===== src/rtl/rv32i_pkg.sv =====
// Shared RV32I encodings, ALU operation and immediate-format types for the
// single-cycle core.
package rv32i_pkg;

  localparam int REG_W = 32;
  localparam int NREGS = 32;

  localparam logic [6:0] OPC_LUI    = 7'b0110111;
  localparam logic [6:0] OPC_AUIPC  = 7'b0010111;
  localparam logic [6:0] OPC_JAL    = 7'b1101111;
  localparam logic [6:0] OPC_JALR   = 7'b1100111;
  localparam logic [6:0] OPC_BRANCH = 7'b1100011;
  localparam logic [6:0] OPC_OP_IMM = 7'b0010011;
  localparam logic [6:0] OPC_OP     = 7'b0110011;
  localparam logic [6:0] OPC_LOAD   = 7'b0000011;
  localparam logic [6:0] OPC_STORE  = 7'b0100011;
  localparam logic [6:0] OPC_SYSTEM = 7'b1110011;

  localparam logic [2:0] F3_ADD_SUB = 3'b000;
  localparam logic [2:0] F3_SLL     = 3'b001;
  localparam logic [2:0] F3_SLT     = 3'b010;
  localparam logic [2:0] F3_SLTU    = 3'b011;
  localparam logic [2:0] F3_XOR     = 3'b100;
  localparam logic [2:0] F3_SR      = 3'b101;
  localparam logic [2:0] F3_OR      = 3'b110;
  localparam logic [2:0] F3_AND     = 3'b111;

  localparam logic [2:0] F3_BEQ  = 3'b000;
  localparam logic [2:0] F3_BNE  = 3'b001;
  localparam logic [2:0] F3_BLT  = 3'b100;
  localparam logic [2:0] F3_BGE  = 3'b101;
  localparam logic [2:0] F3_BLTU = 3'b110;
  localparam logic [2:0] F3_BGEU = 3'b111;
  localparam logic [2:0] F3_JALR = 3'b000;

  localparam logic [6:0] F7_BASE = 7'b0000000;
  localparam logic [6:0] F7_ALT  = 7'b0100000;

  typedef enum logic [3:0] {
    ALU_ADD, ALU_SUB, ALU_SLL, ALU_SLT, ALU_SLTU, ALU_XOR,
    ALU_SRL, ALU_SRA, ALU_OR, ALU_AND, ALU_PASS_B
  } alu_op_t;

  typedef enum logic [2:0] {IMM_I, IMM_S, IMM_B, IMM_U, IMM_J} imm_fmt_t;

  // alt selects SUB/SRA; callers decide when funct7[5] is meaningful
  function automatic alu_op_t f3_to_alu(input logic [2:0] f3, input logic alt);
    alu_op_t op;
    case (f3)
      F3_ADD_SUB: op = alt ? ALU_SUB : ALU_ADD;
      F3_SLL:     op = ALU_SLL;
      F3_SLT:     op = ALU_SLT;
      F3_SLTU:    op = ALU_SLTU;
      F3_XOR:     op = ALU_XOR;
      F3_SR:      op = alt ? ALU_SRA : ALU_SRL;
      F3_OR:      op = ALU_OR;
      F3_AND:     op = ALU_AND;
      default:    op = ALU_ADD;
    endcase
    return op;
  endfunction

endpackage


===== src/rtl/rv32i_regfile.sv =====
// 31 writable 32-bit registers with x0 hardwired to zero; two operand read
// ports and one debug read port, all combinational.
module rv32i_regfile
  import rv32i_pkg::*;
(
  input  logic             clk_i,
  input  logic             rst_i,
  input  logic             we_i,
  input  logic [4:0]       waddr_i,
  input  logic [REG_W-1:0] wdata_i,
  input  logic [4:0]       raddr1_i,
  output logic [REG_W-1:0] rdata1_o,
  input  logic [4:0]       raddr2_i,
  output logic [REG_W-1:0] rdata2_o,
  input  logic [4:0]       dbg_addr_i,
  output logic [REG_W-1:0] dbg_data_o
);

  logic [REG_W-1:0] regs_q [1:NREGS-1];

  function automatic logic [REG_W-1:0] read_port(input logic [4:0] addr);
    if (addr == 5'd0) begin
      return {REG_W{1'b0}};
    end else begin
      return regs_q[addr];
    end
  endfunction

  // Register storage: cleared asynchronously, one write per clock
  always_ff @(posedge clk_i or posedge rst_i) begin
    if (rst_i) begin
      for (int i = 1; i < NREGS; i++) begin
        regs_q[i] <= {REG_W{1'b0}};
      end
    end else if (we_i && (waddr_i != 5'd0)) begin
      regs_q[waddr_i] <= wdata_i;
    end
  end

  assign rdata1_o   = read_port(raddr1_i);
  assign rdata2_o   = read_port(raddr2_i);
  assign dbg_data_o = read_port(dbg_addr_i);

endmodule


===== src/rtl/rv32i_cpu.sv =====
// Single-cycle RV32I integer core (no data memory): fetch, decode, execute
// and write back in one clock; unsupported encodings retire as NOPs.
module rv32i_cpu
  import rv32i_pkg::*;
#(
  parameter int              XLEN     = 32,
  parameter logic [XLEN-1:0] RESET_PC = 32'h0000_0000
) (
  input  logic            clk,
  input  logic            reset_pc,
  input  logic [31:0]     im_data,
  output logic [XLEN-1:0] im_addr,
  input  logic [4:0]      dbg_reg_sel,
  output logic [XLEN-1:0] dbg_reg_data
);

  logic [XLEN-1:0] pc_q, pc_d;
  logic [6:0]      opcode_s, funct7_s;
  logic [2:0]      funct3_s;
  logic [4:0]      rd_s, rs1_s, rs2_s;
  logic [XLEN-1:0] rs1_data_s, rs2_data_s, imm_s, alu_a_s, alu_b_s, alu_res_s;
  logic [XLEN-1:0] pc_plus4_s, target_s, wb_data_s;
  logic [4:0]      shamt_s;
  alu_op_t         alu_op_s;
  imm_fmt_t        imm_fmt_s;
  logic            rd_we_s, a_pc_s, b_imm_s, link_s, branch_s, jal_s, jalr_s, taken_s;

  assign opcode_s = im_data[6:0];
  assign rd_s     = im_data[11:7];
  assign funct3_s = im_data[14:12];
  assign rs1_s    = im_data[19:15];
  assign rs2_s    = im_data[24:20];
  assign funct7_s = im_data[31:25];

  rv32i_regfile u_regfile (
    .clk_i      (clk),
    .rst_i      (reset_pc),
    .we_i       (rd_we_s),
    .waddr_i    (rd_s),
    .wdata_i    (wb_data_s),
    .raddr1_i   (rs1_s),
    .rdata1_o   (rs1_data_s),
    .raddr2_i   (rs2_s),
    .rdata2_o   (rs2_data_s),
    .dbg_addr_i (dbg_reg_sel),
    .dbg_data_o (dbg_reg_data)
  );

  // Decoder: anything not explicitly recognised keeps the NOP defaults
  always_comb begin
    rd_we_s   = 1'b0;
    alu_op_s  = ALU_ADD;
    imm_fmt_s = IMM_I;
    a_pc_s    = 1'b0;
    b_imm_s   = 1'b1;
    link_s    = 1'b0;
    branch_s  = 1'b0;
    jal_s     = 1'b0;
    jalr_s    = 1'b0;
    case (opcode_s)
      OPC_LUI: begin
        rd_we_s   = 1'b1;
        alu_op_s  = ALU_PASS_B;
        imm_fmt_s = IMM_U;
      end
      OPC_AUIPC: begin
        rd_we_s   = 1'b1;
        a_pc_s    = 1'b1;
        imm_fmt_s = IMM_U;
      end
      OPC_JAL: begin
        rd_we_s   = 1'b1;
        link_s    = 1'b1;
        jal_s     = 1'b1;
        imm_fmt_s = IMM_J;
      end
      OPC_JALR: begin
        if (funct3_s == F3_JALR) begin
          rd_we_s = 1'b1;
          link_s  = 1'b1;
          jalr_s  = 1'b1;
        end else begin
          rd_we_s = 1'b0;
        end
      end
      OPC_BRANCH: begin
        branch_s  = 1'b1;
        imm_fmt_s = IMM_B;
      end
      OPC_OP_IMM: begin
        alu_op_s = f3_to_alu(funct3_s, (funct3_s == F3_SR) && funct7_s[5]);
        case (funct3_s)
          F3_SLL:  rd_we_s = (funct7_s == F7_BASE);
          F3_SR:   rd_we_s = (funct7_s == F7_BASE) || (funct7_s == F7_ALT);
          default: rd_we_s = 1'b1;
        endcase
      end
      OPC_OP: begin
        b_imm_s  = 1'b0;
        alu_op_s = f3_to_alu(funct3_s, funct7_s[5]);
        if (funct7_s == F7_BASE) begin
          rd_we_s = 1'b1;
        end else if (funct7_s == F7_ALT) begin
          rd_we_s = (funct3_s == F3_ADD_SUB) || (funct3_s == F3_SR);
        end else begin
          rd_we_s = 1'b0;
        end
      end
      default: rd_we_s = 1'b0;
    endcase
  end

  // Immediate generation and ALU operand selection
  always_comb begin
    imm_s = {XLEN{1'b0}};
    case (imm_fmt_s)
      IMM_I:   imm_s = {{20{im_data[31]}}, im_data[31:20]};
      IMM_S:   imm_s = {{20{im_data[31]}}, im_data[31:25], im_data[11:7]};
      IMM_B:   imm_s = {{19{im_data[31]}}, im_data[31], im_data[7], im_data[30:25], im_data[11:8], 1'b0};
      IMM_U:   imm_s = {im_data[31:12], 12'h000};
      IMM_J:   imm_s = {{11{im_data[31]}}, im_data[31], im_data[19:12], im_data[20], im_data[30:21], 1'b0};
      default: imm_s = {XLEN{1'b0}};
    endcase
    alu_a_s = a_pc_s  ? pc_q  : rs1_data_s;
    alu_b_s = b_imm_s ? imm_s : rs2_data_s;
  end

  assign shamt_s = alu_b_s[4:0];

  // ALU
  always_comb begin
    alu_res_s = {XLEN{1'b0}};
    case (alu_op_s)
      ALU_ADD:    alu_res_s = alu_a_s + alu_b_s;
      ALU_SUB:    alu_res_s = alu_a_s - alu_b_s;
      ALU_SLL:    alu_res_s = alu_a_s << shamt_s;
      ALU_SLT:    alu_res_s = {{(XLEN-1){1'b0}}, $signed(alu_a_s) < $signed(alu_b_s)};
      ALU_SLTU:   alu_res_s = {{(XLEN-1){1'b0}}, alu_a_s < alu_b_s};
      ALU_XOR:    alu_res_s = alu_a_s ^ alu_b_s;
      ALU_SRL:    alu_res_s = alu_a_s >> shamt_s;
      ALU_SRA:    alu_res_s = $signed(alu_a_s) >>> shamt_s;
      ALU_OR:     alu_res_s = alu_a_s | alu_b_s;
      ALU_AND:    alu_res_s = alu_a_s & alu_b_s;
      ALU_PASS_B: alu_res_s = alu_b_s;
      default:    alu_res_s = {XLEN{1'b0}};
    endcase
  end

  // Branch condition; reserved funct3 values never take the branch
  always_comb begin
    taken_s = 1'b0;
    case (funct3_s)
      F3_BEQ:  taken_s = (rs1_data_s == rs2_data_s);
      F3_BNE:  taken_s = (rs1_data_s != rs2_data_s);
      F3_BLT:  taken_s = ($signed(rs1_data_s) <  $signed(rs2_data_s));
      F3_BGE:  taken_s = ($signed(rs1_data_s) >= $signed(rs2_data_s));
      F3_BLTU: taken_s = (rs1_data_s <  rs2_data_s);
      F3_BGEU: taken_s = (rs1_data_s >= rs2_data_s);
      default: taken_s = 1'b0;
    endcase
  end

  // Next PC and write-back selection
  always_comb begin
    pc_plus4_s = pc_q + XLEN'(4);
    target_s   = pc_q + imm_s;
    wb_data_s  = link_s ? pc_plus4_s : alu_res_s;
    if (jal_s || (branch_s && taken_s)) begin
      pc_d = target_s;
    end else if (jalr_s) begin
      pc_d = alu_res_s & ~XLEN'(1);
    end else begin
      pc_d = pc_plus4_s;
    end
  end

  // Program counter
  always_ff @(posedge clk or posedge reset_pc) begin
    if (reset_pc) begin
      pc_q <= RESET_PC;
    end else begin
      pc_q <= pc_d;
    end
  end

  assign im_addr = pc_q;

endmodule


===== config.mk =====
export PLATFORM = sky130hd
export DESIGN_NAME = rv32i_cpu
export DESIGN_NICKNAME = d
export VERILOG_FILES = /design/src/rtl/rv32i_pkg.sv /design/src/rtl/rv32i_regfile.sv /design/src/rtl/rv32i_cpu.sv
export SDC_FILE = /design/constraint.sdc
export NUM_CORES = 2
export LEC_CHECK = 0
export CAP_MARGIN = 20
export CORE_MARGIN = 2
export CORE_UTILIZATION = 45
export CTS_CLUSTER_DIAMETER = 30
export DETAILED_ROUTE_END_ITERATION = 16
export PLACE_DENSITY = 0.6
export SKIP_CTS_REPAIR_TIMING = 1
export SYNTH_ARGS = -nofsm -noshare
export SYNTH_HDL_FRONTEND = slang
export SYNTH_SLANG_ARGS = --single-unit

===== constraint.sdc =====
create_clock -name clk -period 124.7 [get_ports clk]
set_input_delay 37.41 -clock clk [delete_from_list [all_inputs] [get_ports clk]]
set_output_delay 37.41 -clock clk [all_outputs]
set_load 0.05 [all_outputs]

[Yosys cells after proc, flatten, opt, wreduce, memory -nomap -nowiden]
Cells that the tools add are included.
Storage, ports and cells
  output and inout bits: 64
  register bits after elaboration: 1024
  input port bits: 39
Operators by class
  order comparisons: 11
  reduce and logical (&&, ||, !) cells: 17
  shifts and indexed selects: 3
  muxes and demuxes: 41
  bitwise logic cells: 7
  $add $sub $neg: 4
  equal/unequal tests: 31
Operators by type and width (number)
  bitwise mux 992 bit: 1
  binary-select mux 32 bit (select 5 bit): 3
  two-way mux 32 bit: 15
  case mux 32 bit (11 select lines): 1
  demux 32 bit (select 5 bit): 1
  case mux 32 bit (5 select lines): 1
  less-than comparator 32 bit: 4
  adder 32 bit: 2
  greater-or-equal comparator 32 bit: 2
  case mux 4 bit (8 select lines): 2
  adder 32 x 3 -> 32 bit (second input constant): 1
  AND 32 bit: 1
  equality test 32 bit: 1
  inequality test 32 bit: 1
  bitwise OR 32 bit: 1
  left shift 32 x 5 -> 32 bit: 1
  >> shifter 32 x 5 -> 32 bit: 1
  >>> shifter 32 x 5 -> 32 bit: 1
  subtractor 32 bit: 1
  XOR 32 bit: 1
  greater-or-equal comparator 6 bit (second input constant): 4
  inverter 5 -> 6 bit: 4
  equality test 7 x 6 -> 1 bit (second input constant): 3
  equality test 7 bit (second input constant): 3
  other kinds (24): 58

[Longest topological paths before layout]
  depth in word-level cells: 10
  mapped depth: 31

[Modules after synthesis]
Synthesis repeated with hierarchy kept, for this count alone.
Second synthesis, totals
  cells, all modules: 6934
  area, all modules: 76847.5 sq um
By module, submodules not included
  rv32i_regfile: cells an instance 4705, instances 1, area each 61809.3 sq um, sequential area each 24823.8 sq um
  rv32i_cpu: cells an instance 2229, instances 1, area each 15038.2 sq um, sequential area each 800.8 sq um

[Least setup slack after synthesis]
No wires, ideal clock.
  path type: in2out
  start: input port dbg_reg_sel[0]
  end: output port dbg_reg_data[0]
  cell stages on the path: 6
  path slack: 47.393 ns
  arrival: 39.897 ns
  path buffers: 3
  cells stage by stage: clkbuf_1 buf_1 buf_1 mux4_2 mux4_2 mux2_2
Between the ends
  cells in the longest elaborated chain, start to end: 5
  elaborated cells between the ends (all ways): 6
Ends and longest elaborated chain
  start, declared: RTL line rv32i_cpu.sv:13  | input logic [4:0] dbg_reg_sel,
  inverter 5 -> 6 bit (not written as such): RTL line rv32i_regfile.sv:25  | return regs_q[addr];
  binary-select mux 32 bit (select 5 bit): RTL line rv32i_regfile.sv:25
  two-way mux 32 bit (not written as such) (2 in series): RTL line rv32i_regfile.sv:25
  two-way mux 32 bit *: RTL line rv32i_regfile.sv:22  | if (addr == 5'd0) begin
  end, declared: RTL line rv32i_cpu.sv:14  | output logic [XLEN-1:0] dbg_reg_data
Every way passes the cells marked *; elsewhere a longest branch is shown, timed or not. The select of a mux whose other input is x is not followed.

[Final worst setup path]
  start: input port dbg_reg_sel[0]
  end: output port dbg_reg_data[11]
The elaborated chain is that of the path after synthesis.

==> metrics.txt <==
# TYPE chip_impl_metric gauge
chip_impl_metric{name="power.share.switching",unit="%"} 32.63
chip_impl_info{name="crit_path_start_kind",value="input pin"} 1
chip_impl_metric{name="grt_max_degree",unit=""} 179
chip_impl_metric{name="vdd_ir_drop_max",unit="mV"} 0.01346
chip_impl_metric{name="synth_async_sr_flop_share",unit="%"} 100.0
chip_impl_metric{name="post_drt_via_cell_ratio",unit=""} 7.023
chip_impl_metric{name="placement_rows",unit=""} 150
chip_impl_metric{name="sum_neg_setup_slack",unit="ps"} 0
chip_impl_info{name="critical_path.reg2reg.endpoint",value="u_regfile.regs_q[625]$_DFFE_PP0P_"} 1
chip_impl_metric{name="setup_viol",unit=""} 0
chip_impl_info{name="yosys.area.top_type",value="dfrtp_1"} 1
chip_impl_info{name="setup.worst_path.class",value="input pin to output port"} 1
chip_impl_metric{name="place.detailed.hpwl",unit="microns"} 212700
chip_impl_metric{name="detailedRoute.firstIterationViolations",unit=""} 9816
chip_impl_metric{name="remaining_drc_errors",unit=""} 0
chip_impl_info{name="tritoncts",value="done"} 1
chip_impl_metric{name="detail-route-antenna-nets",unit=""} 0
chip_impl_info{name="hold_path_class",value="flop to flop"} 1
chip_impl_metric{name="io_pins",unit=""} 103
chip_impl_metric{name="core_region_area",unit="sq um"} 166700
chip_impl_metric{name="tightestPinTransition",unit="ps"} 1241
chip_impl_metric{name="fmax",unit="MHz"} 12.61
chip_impl_info{name="grt_setup_unrepaired",value="no"} 1
chip_impl_info{name="startpoint_of_the_most_critical_register_to_register_path",value="u_regfile.regs_q[392]$_DFFE_PP0P_"} 1
chip_impl_metric{name="total_routed_length",unit="microns"} 328400
chip_impl_metric{name="syn-instance-count",unit=""} 7282
chip_impl_metric{name="synth.yosys.warnings",unit=""} 0
chip_impl_metric{name="first_global_vias",unit=""} 64050
chip_impl_metric{name="grt_antenna_before_repair",unit=""} 23
chip_impl_metric{name="gr-usage-met2",unit="%"} 56.53
chip_impl_metric{name="clk_latency",unit="ps"} 890
chip_impl_metric{name="reg2reg_setup_slack",unit="ps"} 117100
chip_impl_info{name="yosys-top-cells-area",value="dfrtp_1 34%, mux4_2 20%, o21ai_0 6.5%, nand2_1 5.6%, mux2_2 5.2%"} 1
chip_impl_metric{name="power.sequential.fraction",unit="%"} 30.3
chip_impl_metric{name="worst_hold_path.num_cells",unit=""} 2
chip_impl_info{name="cts_root_buffer",value="clkbuf_16"} 1
chip_impl_metric{name="grt_util_met3",unit="%"} 11.56
chip_impl_metric{name="report.final.hold_viol_count",unit=""} 0
chip_impl_metric{name="synth_seq_area_share",unit="%"} 34.01
chip_impl_metric{name="yosysUniqueCellTypes",unit=""} 100
chip_impl_metric{name="share_clk_of_total_power",unit="%"} 49.2
chip_impl_metric{name="critical_path.max_fanout",unit=""} 86
chip_impl_info{name="global_route.peak_usage_layer",value="met2"} 1
chip_impl_info{name="ys.flop_type",value="dfrtp_1"} 1
chip_impl_metric{name="drive_gt1_share",unit="%"} 24.03
chip_impl_metric{name="power.leakage",unit="nW"} 36.78
chip_impl_metric{name="worst_hold_slack",unit="ps"} 514.8
chip_impl_metric{name="buffer_ports.inserted",unit=""} 102
chip_impl_metric{name="grtUsageMet1",unit="%"} 48.92
chip_impl_metric{name="arrival",unit="ps"} 41890
chip_impl_info{name="worst_hold_startpoint",value="u_regfile.regs_q[911]$_DFFE_PP0P_"} 1
chip_impl_metric{name="slew_violations",unit=""} 0
chip_impl_metric{name="wl_per_cell",unit="microns"} 34.47
chip_impl_metric{name="area_share_of_the_leading_cell_type_in_the_synthesized_netlist",unit="%"} 34.01
chip_impl_info{name="run_status",value="finished, final reports clean"} 1
chip_impl_metric{name="grt.total_usage",unit="%"} 38.16
chip_impl_metric{name="grt.overflow.total",unit=""} 0
chip_impl_metric{name="grt_first_pass_wirelength",unit="microns"} 469300
chip_impl_metric{name="ys_ff_latch",unit=""} 1024
chip_impl_metric{name="timing.max_cap.violations",unit=""} 0
chip_impl_metric{name="flow.area_growth_from_synthesis",unit="%"} 14.15
chip_impl_metric{name="gp_routability_congestion",unit=""} 1.035
chip_impl_metric{name="slew_headroom",unit="%"} 16.96
chip_impl_metric{name="design_power_total",unit="mW"} 1.238
chip_impl_metric{name="timing.final.crit_share",unit="%"} 63.59
chip_impl_metric{name="p_int",unit="uW"} 834.2
chip_impl_metric{name="pwr-share-comb",unit="%"} 20.4
chip_impl_metric{name="power_per_cell_area",unit="nW/um^2"} 14.40
chip_impl_metric{name="timing.clock.skew",unit="ps"} 64.70
chip_impl_metric{name="dieWidth",unit="microns"} 413.2
chip_impl_metric{name="clock_sinks",unit=""} 1024
chip_impl_metric{name="synth-edff-count",unit=""} 0
chip_impl_metric{name="clk_transition_reported_paths",unit="ps"} 50
chip_impl_metric{name="ctsLongestPathBuffers",unit=""} 3
chip_impl_metric{name="layout_min_cycle_time",unit="ps"} 79300
chip_impl_metric{name="worst-endpoint-required",unit="ps"} 87290
chip_impl_info{name="synthMostInstantiatedCell",value="nand2_1"} 1
chip_impl_metric{name="netSwitchingPower",unit="uW"} 404.1
chip_impl_metric{name="synthesis.nets",unit=""} 7489
chip_impl_metric{name="layout.nets",unit=""} 7329
chip_impl_metric{name="die_area",unit="sq um"} 170700
chip_impl_info{name="synthTopCellsByCount",value="1,116 x nand2_1, 1,024 x dfrtp_1, 981 x o21ai_0, 663 x mux4_2, 428 x clkbuf_1"} 1
chip_impl_metric{name="initial_core_util",unit="%"} 45.21
chip_impl_metric{name="synth.avg_cell_area",unit="sq um"} 10.35
chip_impl_metric{name="drt_pass1_iterations",unit=""} 6
chip_impl_metric{name="syn-cell-area",unit="sq um"} 75340
chip_impl_info{name="crit_start",value="dbg_reg_sel[0]"} 1
chip_impl_metric{name="die_height",unit="microns"} 413.2
chip_impl_metric{name="cts.htree.levels",unit=""} 4
chip_impl_metric{name="detailroute.via_count",unit=""} 66900
chip_impl_info{name="worst_setup_path_end_kind",value="output port"} 1
chip_impl_info{name="hold-path-endpoint",value="u_regfile.regs_q[911]$_DFFE_PP0P_"} 1
chip_impl_metric{name="cts_buffers",unit=""} 221
chip_impl_metric{name="ff2ff_path_depth",unit=""} 16
worst max path at each step:
stage                                  end  slack [ps]
after global placement    dbg_reg_data[11]       45450
after detailed placement  dbg_reg_data[11]       45350
after floorplan            dbg_reg_data[0]       47390
after CTS                 dbg_reg_data[11]       45350
after global routing      dbg_reg_data[11]       45120
final                     dbg_reg_data[11]       45400
cells in the final DEF, fill, tap and decap left out, types with 25 or more instances in the layout:
cell	count
nand2_1	1082
dfrtp_1	1024
o21ai_0	974
mux4_2	663
mux2i_1	353
mux2_2	346
nor2_1	268
clkbuf_16	222
a21oi_1	189
buf_4	189
ha_1	165
inv_1	138
nand3_1	107
o22ai_1	93
clkdlybuf4s50_1	87
a22o_1	77
a21o_1	69
a22oi_1	67
nor3_1	63
o211ai_1	63
a211oi_1	58
xnor2_1	46
a31oi_1	40
nand4_1	38
clkinvlp_4	38
nand2b_1	35
nand2_4	32
clkbuf_8	32
clkinv_2	30
a221oi_1	29
nor2b_1	28
a221o_1	27
clkbuf_1	25
bufinv_16	25
power by group through the flow:
stage	Clock (mW)	Sequential, mW	Combinational, mW
after floorplan	0	0.381	0.151
after global placement	0	0.379	0.241
after detailed placement	0	0.379	0.244
after CTS	0.612	0.374	0.245
after global routing	0.630	0.376	0.265
final	0.610	0.375	0.253
state kept, by name, indices dropped and copies added (netlist names):
name and cells:
u_regfile.regs_q 992, im_addr 32
layout make-up:
cell class,instances,area (sq um)
Sequential cell,1024,25620
Inverter,144,548.0
Clock inverter,136,1782
Fill cell,14680,80650
Multi-Input combinational cell,5419,46370
Clock buffer,278,6065
Antenna cell,9,22.52
Tap cell,2204,2758
Timing Repair Buffer,312,2835
metrics by stage:
| stage | instances | util, % | cell area (sq um) | worst slack (ps) |
|---|---|---|---|---|
| after floorplan | 7282 | - | 75340 | 47390 |
| after global routing | 9521 | 51.60 | 85990 | 45120 |
| after global placement | 9083 | 46.72 | 77870 | 45450 |
| after detailed placement | 9092 | 46.79 | 77980 | 45350 |
| after CTS | 9506 | 51.50 | 85830 | 45350 |
| final | 9526 | 51.61 | 86010 | 45400 |
critical path, cell delays in order:
cell and delay [ps]:
buf_8 590, buf_12 550, buf_4 890, mux4_2 610, mux4_2 550, mux2_2 330
clkdlybuf4s50_1 710
kinds of logic after synthesis:
| kind of cell | synth area share, % |
|---|---|
| and+or+nand+nor | 10.27 |
| muxes | 30.43 |
| DFF | 34.01 |
| AOI/OAI and AO/OA | 16.47 |
| buffers and inverters | 5.241 |
| xor gates and xnor gates | 0.7672 |
| adders and majority gates | 2.820 |
routing by layer:
layer / part of all wire (%) / wire [microns]
met1: 37 / 120800
met2: 44 / 143500
met3: 12 / 40300
met4: 7.2 / 23610
met5: 0.051 / 168
Note: power is estimated with default switching activity, not from simulation.
